[config.mk]
export PLATFORM = sky130hd
export DESIGN_NAME = mandel_result_collector
export DESIGN_NICKNAME = d
export VERILOG_FILES = /design/src/rtl/mandel_result_collector.sv
export SDC_FILE = /design/constraint.sdc
export NUM_CORES = 1
export LEC_CHECK = 0
export ABC_AREA = 0
export CAP_MARGIN = 20
export CORE_ASPECT_RATIO = 0.8
export CORE_MARGIN = 4
export CORE_UTILIZATION = 35
export DETAILED_ROUTE_END_ITERATION = 8
export GPL_TIMING_DRIVEN = 1
export PLACE_DENSITY = 0.61
export SLEW_MARGIN = 5
export SYNTH_ARGS = -nofsm -noshare
export SYNTH_HDL_FRONTEND = slang
export SYNTH_SLANG_ARGS = --single-unit
[constraint.sdc]
create_clock -name cclk -period 4.5 [get_ports cclk]
set_clock_uncertainty 0.1 [all_clocks]
set_input_delay 0.675 -clock cclk [delete_from_list [all_inputs] [get_ports cclk]]
set_output_delay 0.675 -clock cclk [all_outputs]
set_load 0.02 [all_outputs]
[src/rtl/mandel_result_collector.sv]
// Return path of the Mandelbrot engine array: round-robin pickup of finished pixels,
// FIFO buffering, and a backpressured frame-buffer write port with end-of-frame pulse.
module mandel_result_collector #(
  parameter int NUM_PROC     = 4,
  parameter int C_ADDR_WIDTH = 3,
  parameter int ITER_WIDTH   = 8,
  parameter int FIFO_DEPTH   = 8
) (
  input  logic                                cclk,
  input  logic                                creset,
  input  logic [NUM_PROC-1:0]                 rdones,
  input  logic [NUM_PROC*(19+ITER_WIDTH)-1:0] rwords,
  output logic [NUM_PROC-1:0]                 racks,
  output logic [C_ADDR_WIDTH-1:0]             rgrant_addr,
  output logic                                mem_we,
  output logic [18:0]                         mem_addr,
  output logic [ITER_WIDTH-1:0]               mem_data,
  input  logic                                mem_ready,
  output logic                                frame_done,
  output logic [18:0]                         pixel_count
);
  localparam int WORD_W = 19 + ITER_WIDTH;
  localparam int PTR_W  = (FIFO_DEPTH > 1) ? $clog2(FIFO_DEPTH) : 1;
  localparam int CNT_W  = PTR_W + 1;
  localparam logic [18:0] PIXEL_MAX = 19'd307199;

  logic [C_ADDR_WIDTH-1:0] rr_ptr;
  logic [NUM_PROC-1:0]     holdoff;
  logic [NUM_PROC-1:0]     eligible;
  logic [NUM_PROC-1:0]     grant_onehot;
  logic                    grant;
  logic [C_ADDR_WIDTH-1:0] winner;
  logic [WORD_W-1:0]       grant_word;

  logic [WORD_W-1:0]       fifo_mem [FIFO_DEPTH];
  logic [PTR_W-1:0]        wr_ptr;
  logic [PTR_W-1:0]        rd_ptr;
  logic [CNT_W-1:0]        count;
  logic                    load;
  logic                    transfer;
  logic                    mem_last;

  logic [WORD_W-1:0]       head;
  logic [9:0]              head_x;
  logic [8:0]              head_y;
  logic [18:0]             head_addr;
  logic                    head_last;

  // Search upward from the pointer; the outer loop orders candidates, the inner loop
  // keeps every vector index a constant.
  always_comb begin
    eligible     = rdones & ~holdoff;
    grant        = 1'b0;
    winner       = '0;
    grant_onehot = '0;
    grant_word   = '0;
    for (int k = 0; k < NUM_PROC; k++) begin
      for (int i = 0; i < NUM_PROC; i++) begin
        if (!grant && eligible[i] && ((int'(rr_ptr) + k) % NUM_PROC) == i) begin
          grant  = 1'b1;
          winner = C_ADDR_WIDTH'(i);
        end
      end
    end
    if (count == CNT_W'(FIFO_DEPTH))
      grant = 1'b0;
    for (int i = 0; i < NUM_PROC; i++) begin
      if (winner == C_ADDR_WIDTH'(i)) begin
        grant_onehot[i] = grant;
        grant_word      = rwords[i*WORD_W +: WORD_W];
      end
    end
  end

  always_ff @(posedge cclk) begin
    if (creset) begin
      racks       <= '0;
      rgrant_addr <= '0;
      holdoff     <= '0;
      rr_ptr      <= '0;
    end else begin
      racks   <= grant_onehot;
      holdoff <= grant_onehot;
      if (grant) begin
        rgrant_addr <= winner;
        rr_ptr      <= (winner == C_ADDR_WIDTH'(NUM_PROC - 1)) ? '0 : winner + 1'b1;
      end
    end
  end

  assign transfer = mem_we & mem_ready;
  assign load     = (count != '0) && (!mem_we || mem_ready);

  // Storage needs no reset; validity is carried entirely by count and the pointers.
  always_ff @(posedge cclk) begin
    if (grant)
      fifo_mem[wr_ptr] <= grant_word;
  end

  always_ff @(posedge cclk) begin
    if (creset) begin
      wr_ptr <= '0;
      rd_ptr <= '0;
      count  <= '0;
    end else begin
      if (grant)
        wr_ptr <= wr_ptr + 1'b1;
      if (load)
        rd_ptr <= rd_ptr + 1'b1;
      count <= count + CNT_W'(grant) - CNT_W'(load);
    end
  end

  assign head      = fifo_mem[rd_ptr];
  assign head_x    = head[WORD_W-1 -: 10];
  assign head_y    = head[ITER_WIDTH +: 9];
  assign head_addr = ({10'd0, head_y} << 9) + ({10'd0, head_y} << 7) + {9'd0, head_x};
  assign head_last = (head_x == 10'd639) && (head_y == 9'd479);

  always_ff @(posedge cclk) begin
    if (creset) begin
      mem_we   <= 1'b0;
      mem_addr <= '0;
      mem_data <= '0;
      mem_last <= 1'b0;
    end else if (load) begin
      mem_we   <= 1'b1;
      mem_addr <= head_addr;
      mem_data <= head[ITER_WIDTH-1:0];
      mem_last <= head_last;
    end else if (transfer) begin
      mem_we <= 1'b0;
    end
  end

  always_ff @(posedge cclk) begin
    if (creset) begin
      frame_done  <= 1'b0;
      pixel_count <= '0;
    end else begin
      frame_done <= transfer && mem_last;
      if (transfer) begin
        if (mem_last)
          pixel_count <= '0;
        else if (pixel_count != PIXEL_MAX)
          pixel_count <= pixel_count + 19'd1;
      end
    end
  end

endmodule

### Yosys cells after proc, flatten, opt, wreduce, memory -nomap -nowiden

Memories as Yosys holds them, arrays and structs flattened. A register that Yosys moved wholly into a read port is not among the register bits.
Cells that the tools add are included.

| storage, ports and cells | value |
|---|---|
| bits in writable memories | 216 |
| register bits | 68 |
| memories | 1 |
| output and inout port bits | 55 |

Memory list:

| name | words | bits a word | read ports | clocked after Yosys merged registers in | write ports | line | source |
|---|---|---|---|---|---|---|---|
| fifo_mem | 8 | 27 | 1 | 1 | 1 | 35 | `logic [WORD_W-1:0] fifo_mem [FIFO_DEPTH];` |

| operators by class | value |
|---|---|
| bitwise logic cells | 10 |
| add/sub/neg operators | 11 |
| reductions and logical operators | 67 |
| equality and inequality tests | 19 |
| multiplexer cells | 45 |

Operators by type and width:

| kind | number |
|---|---|
| $logic_not A32 Y1 | 4 |
| $mux W27 | 4 |
| $mux W3 | 15 |
| $mux W19 | 2 |
| $logic_and A1 B1 Y1 | 34 |
| $mux W1 | 22 |
| $add A18 B16 Y19 | 1 |
| $add A19 B1 Y19 const B | 1 |
| $add A19 B10 Y19 | 1 |
| $ne A19 B19 Y1 const B | 1 |
| $eq A3 B3 Y1 const B | 6 |
| $logic_not A1 Y1 | 16 |
| $eq A3 B2 Y1 const B | 5 |
| $reduce_or A2 Y1 | 7 |
| $eq A10 B10 Y1 const B | 1 |
| $eq A9 B9 Y1 const B | 1 |
| $add A3 B1 Y3 const B | 2 |
| $add A2 B1 Y2 const B | 2 |
| $add A2 B2 Y2 const B | 2 |
| $add A4 B1 Y4 | 1 |
| $and A4 B4 Y4 | 1 |
| $eq A2 B2 Y1 const B | 2 |
| $eq A4 B4 Y1 const B | 1 |
| $mux W2 | 2 |
| other kinds (12) | 18 |

### Logic depth before layout (Yosys ltp)

| depth | value |
|---|---|
| depth after elaboration | 69 |
| depth in mapped cells | 15 |

### Worst setup path before layout

No wires, ideal clock.

| path | value |
|---|---|
| path kind | input to register |
| start | input rdones[3] |
| end | memory fifo_mem[4][0] (netlist name) (enable) |
| cell stages on the path | 6 |
| setup time | 445 ps |
| data required time | 3955 ps |
| slack | 269 ps |
| arrival time | 3686 ps |
| cell sequence | nor2b_1 > nor2_1 > a32oi_1 > buf_2 > nand2_1 > nor3_1 |

| on the way | value |
|---|---|
| word-level cells in the longest chain between the ends | 55 |

Ends and longest elaborated chain:

| item | line | source |
|---|---|---|
| from (decl) | 11 | `input logic [NUM_PROC-1:0] rdones,` |
| $and A4 B4 Y4 * | 52 | `eligible = rdones & ~holdoff;` |
| $logic_and A1 B1 Y1 (2 in series) | 59 | `if (!grant && eligible[i] && ((int'(rr_ptr) + k) % NUM_PROC) == i) begin` |
| $mux W1 | 59 |  |
| $logic_not A1 Y1 | 59 |  |
| $logic_and A1 B1 Y1 (2 in series) | 59 |  |
| $mux W1 | 59 |  |
| $logic_not A1 Y1 | 59 |  |
| $logic_and A1 B1 Y1 (2 in series) | 59 |  |
| [36 not listed] | -- |  |
| $mux W1 | 59 |  |
| $logic_not A1 Y1 | 59 |  |
| $logic_and A1 B1 Y1 (2 in series) | 59 |  |
| $mux W1 * | 59 |  |
| $mux W1 * | 65 | `if (count == CNT_W'(FIFO_DEPTH))` |
| via grant | 31 | `logic grant;` |
| $mux W1 * | 96 | `if (grant)` |
| $mux W1 (implied by the code) * | 97 | `fifo_mem[wr_ptr] <= grant_word;` |
| to (decl) | 35 |  |

The timed path passes the listed nets; every way through them passes the cells marked *.

==> impl_metrics.py <==
metrics = {
    "status": {
        "status": "finished clean",
    },
    "die": {
        "rows": 61,
        "dieArea_um2": 39110,
        "coreArea_um2": 35110,
        "die_w_um": 220.1,
        "die_y_um": 177.7,
        "start_util_pct": 35.88,
        "pin_count": 170,
    },
    "clock_network": {
        "htreeDepth": 1,
        "cts.repair.resized": 0,
        "cts_buffer_depth": 3,
        "cts_sinks": 286,
        "cts-root-buf": "clkbuf_16",
        "post_cts_buffers": 0,
        "clk_latency_ns": 0.55,
        "cts_tree": "yes",
        "holdBufCountCts": 0,
        "path_clk_slew_ns": 0.06,
        "cts_made_buffers": 28,
    },
    "sta": {
        "fmaxAchievable_ghz": 0.2468,
        "min_period_ns": 4.053,
        "max_slew.worst_pin.slew_ns": 1.089,
        "hold_ws_ns": 0.3537,
        "tns_ns": 0,
        "relSlewSlack_pct": 26.64,
        "setup_slack_ns": 0.4474,
        "hold_violations": 0,
        "finalCritPeriodShare_pct": 90.06,
        "rsz0062_at_grt": "false",
        "finalSetupViolations": 0,
        "drv_slew": 0,
    },
    "worst_setup_path": {
        "required_ns": 4.82,
        "critical_path_class": "reg2reg",
        "cpPeakStageDelay_ns": 0.77,
        "critical-path-slowest-cell": "dfxtp_2",
        "cp-end-kind": "register",
        "arrival_ns": 4.38,
        "crit_family": "compound AO/OA/AOI/OAI gates",
        "crit_top_cell": "ha_1",
        "start_kind": "register",
        "crit_buf_inv": 1,
        "cp_max_fo": 20,
        "cp_cell_sequence": "buf_4 -> mux4_2 -> mux2_2 -> ha_1 -> ha_1 -> o21a_1 -> a21o_1 -> a21oi_1 -> nor4_1 -> a311o_1",
    },
    "logic_synthesis": {
        "ys_seq_area_share_pct": 62.61,
        "synthCells": 921,
        "yosysWarnings": 0,
        "syn_nets": 1069,
        "synth_cell_types": 60,
        "netlist_area_um2": 12600,
        "synthFlopType": "edfxtp_1",
        "synth_edf_count": 216,
        "ys_seq_elements": 286,
        "synth_area_per_cell_um2": 13.68,
        "async_reset_ff_share_pct": 0,
    },
    "finish": {
        "syn_to_final_growth_pct": 26.03,
        "finalNonFillerCells": 1591,
        "fin_area_um2": 15880,
        "final_nets": 1245,
        "nFillCells": 3159,
        "diodes": 0,
        "drive_gt1_share_pct": 12.42,
    },
    "routing": {
        "ant_nets": 0,
        "via_per_inst": 5.129,
        "via_count": 8161,
        "drt_iter0_markers": 519,
        "wl_mm": 31.37,
        "wire_per_inst_um": 19.72,
        "drc_errors": 0,
        "firstDrtPassIters": 5,
    },
    "placed_design": {
        "place_area_um2": 14900,
        "dp.cells": 1539,
        "hpwl_mm": 21.07,
        "gp_congestion": 0.8215,
        "pre_cts_slack_ns": 0.3839,
        "io_buffer_count": 168,
    },
    "grt": {
        "grt_pass1_wl_mm": 48.56,
        "grt_overflow": 0,
        "antenna_found_initial": 0,
        "grt_pass1_vias": 8308,
        "grt_usage_pct": 16.03,
        "grt_max_degree": 55,
    },
    "job": {
        "drv_cap": 0,
    },
    "power": {
        "ir_worst_vdd_mv": 0.3465,
        "p_leak_uw": 0.005514,
        "p_per_area_nw_per_um2": 740.1,
    },
    "min_path": {
        "hold_class": "reg2reg",
    },
}
## stage by stage
step                      util (%)  total power, µW
after floorplan                  -             7734
after global placement       42.44             9338
after detailed placement     42.44             9421
after CTS                    45.22            11890
after global routing         45.22            12600
final                        45.22            11750
## metal layers
metal / GRT usage (%) / share of wire, %
met3: 2.961 / 6.2
met1: 22.67 / 46
met4: 2.747 / 1.5
met2: 26.33 / 47
met5: 0 / 0
## synthesized netlist by cell type (4+ instances only)
cell type    n  area share [%]
mux2_2      10            0.89
edfxtp_1   216              51
a211oi_1    18             1.1
nand3_1      6            0.24
ha_1        30             3.0
clkbuf_1    27            0.80
nand4_1      8            0.40
o21ai_0     39             1.5
a21oi_1     75             3.0
mux2i_1     20             1.6
xor2_1      15             1.0
and4_1       4            0.28
dfxtp_1     70              11
nor3_1       6            0.24
nor2b_1      4            0.20
buf_1        7            0.21
mux4_2      35             6.3
buf_6        5            0.45
nand2_1     95             2.8
nor2_1     111             3.3
or3_1        5            0.25
a21o_1       5            0.30
mux4_1      19             4.0
buf_2        8            0.32
xnor2_1      9            0.63
inv_1       14            0.42
and3_1       8            0.40
nand2b_1     9            0.45
## tightest hold or removal path, delay by kind of cell, from the launching register on
kind | cells | cell delay, ns
simple gates | 1 | 0.05
compound gates | 1 | 0.05
flops | 1 | 0.31
## cells in the final DEF, fill, tap and decap left out, drive strengths merged, types with 2 or more instances in the layout
cell | netlist | final
edfxtp | 216 | 216
clkdlybuf4s50 | 0 | 167
nor2 | 111 | 111
nand2 | 95 | 95
a21oi | 76 | 76
dfxtp | 70 | 70
mux4 | 54 | 54
o21ai | 40 | 40
clkbuf | 27 | 33
ha | 30 | 30
buf | 24 | 30
mux2i | 20 | 20
a211oi | 18 | 18
xor2 | 15 | 15
inv | 14 | 14
clkinv | 0 | 13
mux2 | 10 | 10
nand2b | 9 | 9
xnor2 | 9 | 9
and3 | 9 | 9
nand4 | 8 | 8
nand3 | 6 | 6
nor3 | 6 | 6
a21o | 5 | 5
or3 | 5 | 5
bufinv | 0 | 5
and4 | 5 | 5
nor2b | 4 | 4
o22ai | 4 | 4
fa | 3 | 3
nor4bb | 2 | 2
o211ai | 2 | 2
nor4 | 2 | 2
and2 | 2 | 2
a31oi | 2 | 2
## kinds of logic after synthesis
| group | synth area share, % |
|---|---|
| flip-flops | 62.61 |
| AND/OR/NAND/NOR | 9.674 |
| AO/OA/AOI/OAI | 7.221 |
| multiplexers | 12.70 |
| buffers and inverters | 2.632 |
| adder cells (fa/ha/maj) | 3.457 |
| XOR/XNOR | 1.669 |
| other | 0.02977 |
## registers in the layout (all words and copies together), names as in the netlist, named ones only
signal,flops
rd_ptr,3
fifo_mem,216
mem_data,8
mem_we,1
rr_ptr,2
frame_done,1
pixel_count,19
wr_ptr,3
mem_last,1
count,4
mem_addr,19
rgrant_addr,2
holdoff,4
## layout make-up
class                           instances  area [µm²]  share of cell area [%]
Clock inverter                         19       235.2                   1.482
Inverter                               14       52.55                  0.3310
Multi-Input combinational cell        570        4410                   27.78
Sequential cell                       286        7891                   49.70
Tap cell                              472       590.6                   3.720
Timing Repair Buffer                  197        1957                   12.33
Clock buffer                           33       739.5                   4.658
## path summary, 6_finish.rpt
path	start	slack (ns)	to	cells after the start
min reg2reg	mem_addr[14]	0.35	mem_addr[14]	2
max reg2reg	register	0.45	mem_addr[15]	10
min	mem_addr[14]	0.35	mem_addr[14]	2
max	register	0.45	mem_addr[15]	10
## power breakdown
part / switching (µW) / internal (µW)
Clock: 981 / 1460
Sequential: 252 / 3960
Combinational: 2980 / 2110
Total: 4220 / 7540
(Power assumes the default switching activity.)
